--- src/rtl/debounce_pkg.sv ---
// Shared types and helpers for the push-button debounce controller.
// Channel state encoding plus a constant-evaluable ceillog2.
package debounce_pkg;

  typedef enum logic [1:0] {
    RELEASED     = 2'd0,
    PRESS_PEND   = 2'd1,
    PRESSED      = 2'd2,
    RELEASE_PEND = 2'd3
  } btn_state_e;

  function automatic int ceillog2(input int x);
    int r;
    r = 0;
    for (int i = 0; i < 31; i++) begin
      if ((1 << i) < x) r = i + 1;
    end
    return r;
  endfunction

endpackage

--- src/rtl/counter_debouncer.sv ---
// Free-running modulo-N_MAX counter; counter_match is a registered
// one-cycle pulse every N_MAX clocks, first one after the N_MAX-th edge.
module counter_debouncer
  import debounce_pkg::*;
#(
  parameter int N_MAX = 5000
) (
  input  logic clk,
  input  logic rst_a_p,
  output logic counter_match
);

  localparam int CW = (N_MAX > 1) ? ceillog2(N_MAX) : 1;
  localparam logic [CW-1:0] LAST = CW'(N_MAX - 1);

  logic [CW-1:0] cnt_q, cnt_d;
  logic          match_q, match_d;

  always_comb begin
    match_d = (cnt_q == LAST);
    cnt_d   = match_d ? '0 : cnt_q + CW'(1);
  end

  always_ff @(posedge clk or posedge rst_a_p) begin
    if (rst_a_p) begin
      cnt_q   <= '0;
      match_q <= 1'b0;
    end else begin
      cnt_q   <= cnt_d;
      match_q <= match_d;
    end
  end

  assign counter_match = match_q;

endmodule

--- src/rtl/debounce_channel.sv ---
// One button: 2-flop synchronizer, tick-sampled agreement FSM,
// registered level and single-cycle press/release strobes.
module debounce_channel
  import debounce_pkg::*;
#(
  parameter int STABLE_TICKS = 4
) (
  input  logic clk,
  input  logic rst_a_p,
  input  logic tick,
  input  logic btn_raw,
  output logic btn_level,
  output logic btn_press,
  output logic btn_release
);

  localparam int CW = ceillog2(STABLE_TICKS + 1);
  localparam logic [CW-1:0] ST_C = CW'(STABLE_TICKS);
  localparam logic [CW-1:0] ONE  = CW'(1);

  logic [1:0]    sync_q, sync_d;
  btn_state_e    state_q, state_d;
  logic [CW-1:0] cnt_q, cnt_d;
  logic [CW-1:0] cnt_inc;
  logic          level_q, level_d;
  logic          press_q, press_d;
  logic          rel_q, rel_d;
  logic          sync;

  assign sync    = sync_q[1];
  assign cnt_inc = cnt_q + ONE;

  always_comb begin
    sync_d  = {sync_q[0], btn_raw};
    state_d = state_q;
    cnt_d   = cnt_q;
    level_d = level_q;
    press_d = 1'b0;
    rel_d   = 1'b0;
    if (tick) begin
      unique case (state_q)
        RELEASED: begin
          if (sync) begin
            if (STABLE_TICKS == 1) begin
              state_d = PRESSED;
              level_d = 1'b1;
              press_d = 1'b1;
            end else begin
              state_d = PRESS_PEND;
              cnt_d   = ONE;
            end
          end
        end
        PRESS_PEND: begin
          if (!sync) begin
            state_d = RELEASED;
            cnt_d   = '0;
          end else if (cnt_inc == ST_C) begin
            state_d = PRESSED;
            cnt_d   = '0;
            level_d = 1'b1;
            press_d = 1'b1;
          end else begin
            cnt_d = cnt_inc;
          end
        end
        PRESSED: begin
          if (!sync) begin
            if (STABLE_TICKS == 1) begin
              state_d = RELEASED;
              level_d = 1'b0;
              rel_d   = 1'b1;
            end else begin
              state_d = RELEASE_PEND;
              cnt_d   = ONE;
            end
          end
        end
        RELEASE_PEND: begin
          if (sync) begin
            state_d = PRESSED;
            cnt_d   = '0;
          end else if (cnt_inc == ST_C) begin
            state_d = RELEASED;
            cnt_d   = '0;
            level_d = 1'b0;
            rel_d   = 1'b1;
          end else begin
            cnt_d = cnt_inc;
          end
        end
      endcase
    end
  end

  always_ff @(posedge clk or posedge rst_a_p) begin
    if (rst_a_p) begin
      sync_q  <= '0;
      state_q <= RELEASED;
      cnt_q   <= '0;
      level_q <= 1'b0;
      press_q <= 1'b0;
      rel_q   <= 1'b0;
    end else begin
      sync_q  <= sync_d;
      state_q <= state_d;
      cnt_q   <= cnt_d;
      level_q <= level_d;
      press_q <= press_d;
      rel_q   <= rel_d;
    end
  end

  assign btn_level   = level_q;
  assign btn_press   = press_q;
  assign btn_release = rel_q;

endmodule

--- src/rtl/debounce_ctrl.sv ---
// Multi-channel jog-button debouncer: one shared sample tick
// drives an independent debounce FSM per button.
module debounce_ctrl
  import debounce_pkg::*;
#(
  parameter int N_BTN        = 4,
  parameter int N_MAX        = 5000,
  parameter int STABLE_TICKS = 4
) (
  input  logic             clk,
  input  logic             rst_a_p,
  input  logic [N_BTN-1:0] btn_in,
  output logic [N_BTN-1:0] btn_level,
  output logic [N_BTN-1:0] btn_press,
  output logic [N_BTN-1:0] btn_release,
  output logic             tick
);

  logic tick_w;

  counter_debouncer #(
    .N_MAX(N_MAX)
  ) u_tick (
    .clk          (clk),
    .rst_a_p      (rst_a_p),
    .counter_match(tick_w)
  );

  for (genvar g = 0; g < N_BTN; g++) begin : g_ch
    debounce_channel #(
      .STABLE_TICKS(STABLE_TICKS)
    ) u_ch (
      .clk        (clk),
      .rst_a_p    (rst_a_p),
      .tick       (tick_w),
      .btn_raw    (btn_in[g]),
      .btn_level  (btn_level[g]),
      .btn_press  (btn_press[g]),
      .btn_release(btn_release[g])
    );
  end

  assign tick = tick_w;

endmodule

--- config.mk ---
export PLATFORM = sky130hd
export DESIGN_NAME = debounce_ctrl
export DESIGN_NICKNAME = d
export VERILOG_FILES = /design/src/rtl/debounce_pkg.sv /design/src/rtl/counter_debouncer.sv /design/src/rtl/debounce_channel.sv /design/src/rtl/debounce_ctrl.sv
export SDC_FILE = /design/constraint.sdc
export NUM_CORES = 1
export LEC_CHECK = 0
export CAP_MARGIN = 15
export CORE_MARGIN = 4
export CORE_UTILIZATION = 55
export DETAILED_ROUTE_END_ITERATION = 8
export DONT_BUFFER_PORTS = 1
export PLACE_DENSITY = 0.78
export SLEW_MARGIN = 20
export SYNTH_ARGS = -nofsm -noshare
export SYNTH_HDL_FRONTEND = slang
export SYNTH_SLANG_ARGS = --single-unit
export TNS_END_PERCENT = 5
--- constraint.sdc ---
create_clock -name clk -period 2.5 [get_ports clk]
set_clock_uncertainty 0.2 [all_clocks]
set_input_delay 0.5 -clock clk [delete_from_list [all_inputs] [get_ports clk]]
set_output_delay 0.5 -clock clk [all_outputs]
set_load 0.03 [all_outputs]
Word level (Yosys, flattened, before mapping)

Cells that the tools add are included.

Bits in registers: 54
Input port bits: 6

Multiplexer cells: 101
Eq/ne operators: 49
Reductions and logical operators: 20
Add/sub/neg operators: 5

Operators with widths:

| kind                                                                     | count |
|---|---|
| 3-bit 2-to-1 mux                                                         | 20 |
| 2-bit 2-to-1 mux                                                         | 24 |
| 3-bit case mux with 4 select lines                                       | 4 |
| 1-bit 2-to-1 mux                                                         | 44 |
| 2-bit by 1-bit inequality test with 1-bit output (second input constant) | 16 |
| 2-bit case mux with 4 select lines                                       | 4 |
| 6-bit AND reduction                                                      | 4 |
| 5-bit AND reduction                                                      | 4 |
| 2-bit == test (second input constant)                                    | 8 |
| 2-bit inequality test (second input constant)                            | 8 |
| 13-bit by 1-bit adder with 13-bit output (second input constant)         | 1 |
| 13-bit == test (second input constant)                                   | 1 |
| 13-bit 2-to-1 mux                                                        | 1 |
| 3-bit by 1-bit adder with 3-bit output (second input constant)           | 4 |
| 3-bit == test (second input constant)                                    | 4 |
| 3-bit by 1-bit inequality test with 1-bit output (second input constant) | 4 |
| 3-bit inequality test (second input constant)                            | 4 |
| 3-bit AND reduction                                                      | 4 |
| 2-bit by 1-bit == test with 1-bit output (second input constant)         | 4 |
| 2-bit zero test                                                          | 4 |
| 1-bit case mux with 2 select lines                                       | 4 |
| 2-bit nonzero test                                                       | 4 |

Depth between registers and ports, before layout

Gate-level depths: netlist of the first run.

Depth after elaboration: 6
Depth in mapped cells: 5

Hierarchy

A second synthesis of the first run with hierarchy kept.

Cell total of the unflattened synthesis: 200
Area, all modules: 2,453.6 um2

Modules (own cells, without submodules):

| module                               | instances | cells an instance | area each (um2) |
|---|---|---|---|
| debounce_channel at g_ch[1].u_ch ... | 3         | 35                | 451.7 |
| counter_debouncer                    | 1         | 58                | 643.1 |
| debounce_channel at g_ch[0].u_ch     | 1         | 37                | 455.4 |

Worst setup path after synthesis of the first run

Ideal clock, no wire load.

Path type: reg2reg
From: reg u_tick.cnt_q[0]
To: reg u_tick.cnt_q[12]
Required time: 2,172 ps
Stages on the path, launching flop included: 6
Slack: 667 ps
Path buffers: 1
Arrival time: 1,504 ps
Library setup time: 128 ps
Cells stage by stage: dfrtp_1 -> ha_1 -> clkbuf_1 -> or4bb_1 -> nor3_1 -> nor4_1

Longest elaborated chain between the ends: 2
Elaborated cells on any way between the ends: 3

RTL lines:

| what                                                                              | RTL line                                         | RTL |
|---|---|---|
| start, declared                                                                   | counter_debouncer.sv:16                          | `logic [CW-1:0] cnt_q, cnt_d;` |
| start signal, assigned                                                            | counter_debouncer.sv:29                          | `cnt_q <= cnt_d;` |
| 13-bit by 1-bit adder with 13-bit output / 13-bit == test (equally long branches) | counter_debouncer.sv:21, counter_debouncer.sv:20 |  |
| 13-bit 2-to-1 mux *                                                               | counter_debouncer.sv:21                          | `cnt_d = match_d ? '0 : cnt_q + CW'(1);` |
| net u_tick.cnt_d[12]                                                              | counter_debouncer.sv:16                          |  |

The timed path passes the listed nets; every way through them passes the cells marked *.
A chain may end at the register's enable or synchronous reset.

Final worst setup path of the first run

Ends and elaborated chain as after synthesis.

==> results.yml, run 1 <==
synthesis:
  synth.area.mux_share_pct: 1.33
  synth_top_family_by_area: "simple AND/OR/NAND/NOR gates"
  yosysUniqueCellTypes: 34
  synth_compound_gate_area_share_pct: 9.28
  synth_seq_cells: 54
  yosys.area.top_type_share_pct: 53.3
  syn-num-nets: 251
  synthXorXnorAreaFrac_pct: 4.15
  synth_top_area_cell: "dfrtp_1"
  seq_area_frac_synth_pct: 53.3
  syn_inst: 230
  syn-cell-area_um2: 2530
  synthSimpleGateAreaFrac_pct: 18.0
  syn_avg_cell_area_um2: 11.0
  yosys-top-cells-area: "dfrtp_1 53%, ha_1 7.4%, o21ai_0 4.1%"
  yosysWarnings: 0
  synthAdderAreaFrac_pct: 7.41
clock_network:
  cts_root_buffer: "clkbuf_8"
  cts_tree: "done"
  cts_max_level: 2
  cts-resized-gates: 0
  cts_hold_buf: 3
  clk_path_buf_depth: 2
  cts_made_buffers: 5
  post_cts_buffers: 0
  clk_pin_slew_worst_paths_ns: 0.10
  clock-sinks: 54
  clk_latency_ns: 0.31
global_routing:
  grt_pass1_vias: 1527
  grt_pass1_wl_mm: 6.72
  grt_usage_pct: 15.4
  antenna_found_initial: 0
  overflow: 0
  grt_max_degree: 30
sta:
  finalCritPeriodShare_pct: 76.1
  rsz0062_at_grt: "no"
  worst_slack_ns: 0.597
  drv_slew: 0
  worst_pin_slew_ns: 0.544
  hold_viol: 0
  fin_tns_setup_ns: 0
  setup_viol: 0
  relSlewSlack_pct: 63.7
  fin_crit_ns: 1.90
  fmax_ghz: 0.525
  whs_ns: 0.161
drt:
  drc: 0
  vias: 1580
  drt_wl_total_mm: 3.83
  avgViaCountPerCell: 5.66
  ant_nets: 0
  wl_per_cell_um: 13.7
  dr.first_iter.drc_count: 42
  dr.pass1.iters: 4
power_and_ir_drop:
  p_leak_nw: 1.17
  ir_drop_v: 0.000264
  power.density_nw_per_um2: 563
critical_path:
  ff2ff_setup_slack_ns: 0.60
  cp_slowest_cell: "or4bb_1"
  r2r-start: "u_tick.cnt_q[0]"
  cp-endpoint: "u_tick.cnt_q[12]"
  arrival_ns: 1.89
  start_kind: "flop"
  crit_type: "reg -> reg"
  worstPathMaxFanout: 9
  required_ns: 2.49
  end_kind: "flop"
  worstRegToRegCells: 4
  cp_cell_sequence: "ha_1, or4bb_1, nor3_1, nor4_1"
  reg2reg_to: "u_tick.cnt_q[12]"
  max_stage_delay_ns: 0.51
  cp-startpoint: "u_tick.cnt_q[0]"
floorplanning:
  fp-row-count: 24
  initial_core_util_pct: 57.4
  ios: 19
  die_y_um: 75.9
  coreArea_um2: 4410
  die_area_um2: 5760
  die_w_um: 75.9
min_path:
  worstHoldStart: "g_ch[2].u_ch.sync_q[0]"
  hp-class: "reg -> reg"
layout:
  area_delta_synth_final_pct: 5.78
  final_nets: 247
  layout_common_cells: "54 x dfrtp_1, 23 x nand2_1, 21 x o21ai_0"
  layout_commonest_cell: "dfrtp_1"
  final_area_um2: 2680
  drive_gt1_share_pct: 10.6
  diodes: 0
status:
  status: "complete, no violations"
placement:
  numPortBuffers: 0
  dpl_cell_area_um2: 2510
  gp_congestion: 0.782
  dp_hpwl_mm: 2.68
  dp_slack_ns: 0.646
job:
  maxCapViolCount: 0
metal layers:
metal	track usage (%)	vias up	wire, µm
met1	19.5	770	1760
met2	25.9	29	1860
met3	3.56	5	145
met5	0	-	0
met4	5.24	0	61
li1	-	776	-
synth_stat cells (all sizes together):
library cell and instances:
dfrtp 54, nor2 5, nand4bb 1, and2 1, nor3b 6, a22o 8, mux2 3, a31oi 1
o21ai 21, or4 3, buf 15, o31ai 1, nand2 23, nor4 2, a21oi 5, xnor2 6
and4 2, nor3 2, or4bb 1, nor2b 6, nand4 8, ha 15, xor2 6, a41oi 2
or3 2, clkbuf 4, nand3 15, inv 12
power by group:
| part | internal [mW] | switching (mW) | leakage, nW |
|---|---|---|---|
| sequential | 0.879 | 0.00591 | 0.722 |
| combinational | 0.0115 | 0.0207 | 0.390 |
| clock | 0.304 | 0.289 | 0.0587 |
worst min path at each step:
stage	endpoint	slack, ns	cells after the start
after floorplan	g_ch[0].u_ch.sync_q[1]	0.13	0
after global placement	g_ch[3].u_ch.sync_q[1]	0.13	0
after detailed placement	g_ch[2].u_ch.sync_q[1]	0.14	0
after CTS	g_ch[2].u_ch.sync_q[0]	0.001	0
after global routing	g_ch[1].u_ch.sync_q[1]	0.18	0
final	g_ch[2].u_ch.sync_q[1]	0.16	0
flip-flops by register name, indices dropped and copies added (netlist names), named ones only:
signal / cells
g_ch.u_ch.btn_level: 4
g_ch.u_ch.state_q: 4
g_ch.u_ch.btn_release: 4
g_ch.u_ch.cnt_q: 12
g_ch.u_ch.btn_press: 4
g_ch.u_ch.sync_q: 8
u_tick.counter_match: 1
u_tick.cnt_q: 13
metrics by stage:
step,std cells,utilization (%),power [mW]
detailed placement,266,56.9,0.930
finish,279,60.7,1.51
global placement,266,56.9,0.929
global route,279,60.7,1.58
floorplan,230,-,0.919
CTS,277,60.3,1.53
logic make-up after synthesis:
kind of cell             Yosys count
XOR/XNOR                          12
multiplexers                       3
flip-flops                        54
adder cells (fa/ha/maj)           15
AND/OR/NAND/NOR                   77
buffers and inverters             31
AO/OA/AOI/OAI                     38
critical path: cells and delay by family (launching register included):
kind          cells  cell delay, ns
fa+ha+maj         1            0.37
simple gates      3            0.78
flops             1            0.43
final cells by class:
| cell class | count | area, µm² |
|---|---|---|
| clock inverters | 3 | 47.5 |
| fillers | 337 | 1730 |
| multi-input cells | 145 | 1020 |
| clock buffers | 5 | 68.8 |
| flip-flops and latches | 54 | 1350 |
| well taps | 52 | 65.1 |
| inverters | 12 | 45.0 |
| repair buffers | 8 | 85.1 |
No activity file was read; power rests on OpenSTA's default activity.
==> inputs of run 2 (changes only) <==
clock period = 1.8 ns   (was 2.5 ns; I/O delays follow)
==> run 2 against run 1 <==
Wire length decreased by 3.3%. Register-to-register slack lost 0.51 ns. Clock power rose by 33%. Final cell count rose by 2.2%. Die area did not move. Global-route usage is 0.17 points higher. Power rose by 37%. Sequential power up 39%. First-iteration DRC count increased by 21%. Critical path depth down 1. Via count stayed put. Flip-flop and latch count unchanged. Critical path type unchanged. Largest cell class unchanged. Highest routed layer unchanged.
==> results.yml, run 2 (synthesis gave the netlist of run 1 again) <==
clock_network:
  cts_root_buffer: "clkbuf_8"
  clk_path_buf_depth: 2
  clk_pin_slew_worst_paths_ns: 0.09
  clk_latency_ns: 0.30
  clock-sinks: 54
  cts_tree: "done"
  cts_made_buffers: 5
  cts_max_level: 2
  post_cts_buffers: 0
layout:
  finish.utilization_pct: 61.8
  area_delta_synth_final_pct: 7.75
  final_area_um2: 2730
  largest_registers: "u_tick.cnt_q x13, g_ch.u_ch.cnt_q x12, g_ch.u_ch.sync_q x8"
  instances_no_fill: 285
  largest_register_ffs: 13
  fillers: 330
  drive_gt1_share_pct: 13.3
  final_nets: 253
  layout_common_cells: "54 x dfrtp_1, 23 x nand2_1, 21 x o21ai_0"
  regMostFlops: "u_tick.cnt_q"
  layout_commonest_cell: "dfrtp_1"
  diodes: 0
sta:
  fmax_ghz: 0.583
  setup_viol: 0
  hold_viol: 0
  drv_slew: 0
  whs_ns: 0.154
  worst_pin_slew_ns: 0.347
  finalCritPeriodShare_pct: 95.3
  fin_crit_ns: 1.72
  relSlewSlack_pct: 76.8
  rsz0062_at_grt: "no"
job:
  maxCapViolCount: 0
power_and_ir_drop:
  ir_drop_v: 0.000480
  power.density_nw_per_um2: 756
  power_mw: 2.06
  p_leak_nw: 1.19
drt:
  vias: 1580
  drc: 0
  dr.first_iter.drc_count: 51
  wl_per_cell_um: 13.0
  avgViaCountPerCell: 5.54
  drt_wl_total_mm: 3.70
  wl_met3_um: 141
  ant_nets: 0
  m1WireLength_mm: 1.70
  dr.pass1.iters: 4
  top_layer: "met4"
  route.met2.wl_mm: 1.79
critical_path:
  reg2reg_to: "u_tick.cnt_q[3]"
  crit_type: "reg -> reg"
  worstPathMaxFanout: 7
  r2r-start: "u_tick.cnt_q[3]"
  ff2ff_setup_slack_ns: 0.08
  required_ns: 1.78
  worstRegToRegCells: 3
  end_kind: "flop"
  start_kind: "flop"
  arrival_ns: 1.70
min_path:
  hp-class: "reg -> reg"
  min_path_cells: 0
  whs_endpoint: "g_ch[0].u_ch.sync_q[1]"
  worstHoldStart: "g_ch[0].u_ch.sync_q[0]"
floorplanning:
  ios: 19
  initial_core_util_pct: 57.4
  fp-row-count: 24
  die_w_um: 75.9
  die_area_um2: 5760
  die_y_um: 75.9
  coreArea_um2: 4410
placement:
  dpl_cell_area_um2: 2560
  place_inst: 272
  gp_congestion: 0.792
  dp_hpwl_mm: 2.60
  numPortBuffers: 0
global_routing:
  antenna_found_initial: 0
  grt_usage_pct: 15.6
  grt_pass1_wl_mm: 6.77
  grt_max_degree: 55
  grt_pass1_vias: 1539
  overflow: 0
status:
  status: "complete, no violations"
run 2: worst max path at each step:
stage	slack [ns]	start	cells past startpoint	end
global route	0.004	u_tick.cnt_q[3]	3	u_tick.cnt_q[3]
global placement	0.15	u_tick.cnt_q[3]	3	u_tick.cnt_q[3]
detailed placement	0.08	u_tick.cnt_q[3]	3	u_tick.cnt_q[3]
CTS	0.05	u_tick.cnt_q[3]	3	u_tick.cnt_q[3]
finish	0.08	u_tick.cnt_q[3]	3	u_tick.cnt_q[3]
floorplan	-0.03	u_tick.cnt_q[0]	5	u_tick.cnt_q[12]
run 2: area by class of cell:
cell class                 count  area [µm²]  share of cell area, %
timing repair buffer          14         130                   4.77
clock buffer                   6        72.6                   2.66
tap                           52        65.1                   2.38
clock inverter                 2        37.5                   1.37
multi-input combinational    145        1020                   37.5
sequential                    54        1350                   49.5
inverter                      12        48.8                   1.79
run 2: timing repair:
item	in CTS	in global routing
hold buffers	5	0
hold endpoints to repair	58	0
setup endpoints to repair	0	1
gates resized for setup	0	2
run 2: power by group:
group / switching [mW] / internal [mW]
logic: 0.0286 / 0.0164
clock network: 0.375 / 0.415
registers: 0.00819 / 1.22
run 2: worst max-delay path, cell delays in order, from the launching register on:
cell	delay [ns]
dfrtp_1	0.48
or4_4	0.52
nor3_4	0.30
nor2_1	0.10
run 2: metal layers:
metal  vias to the layer above  global-route usage [%]
li1                        796                       -
met1                       750                    19.7
met2                        27                    25.9
met3                         7                    4.49
met4                         0                    4.66
met5                         -                       0
run 2: metrics by stage:
step	setup WS [ns]	setup TNS [ns]
final	0.0846	0
after global routing	0.00410	0
after CTS	0.0522	0
after detailed placement	0.0793	0
after global placement	0.147	0
after floorplan	-0.0327	-0.0327
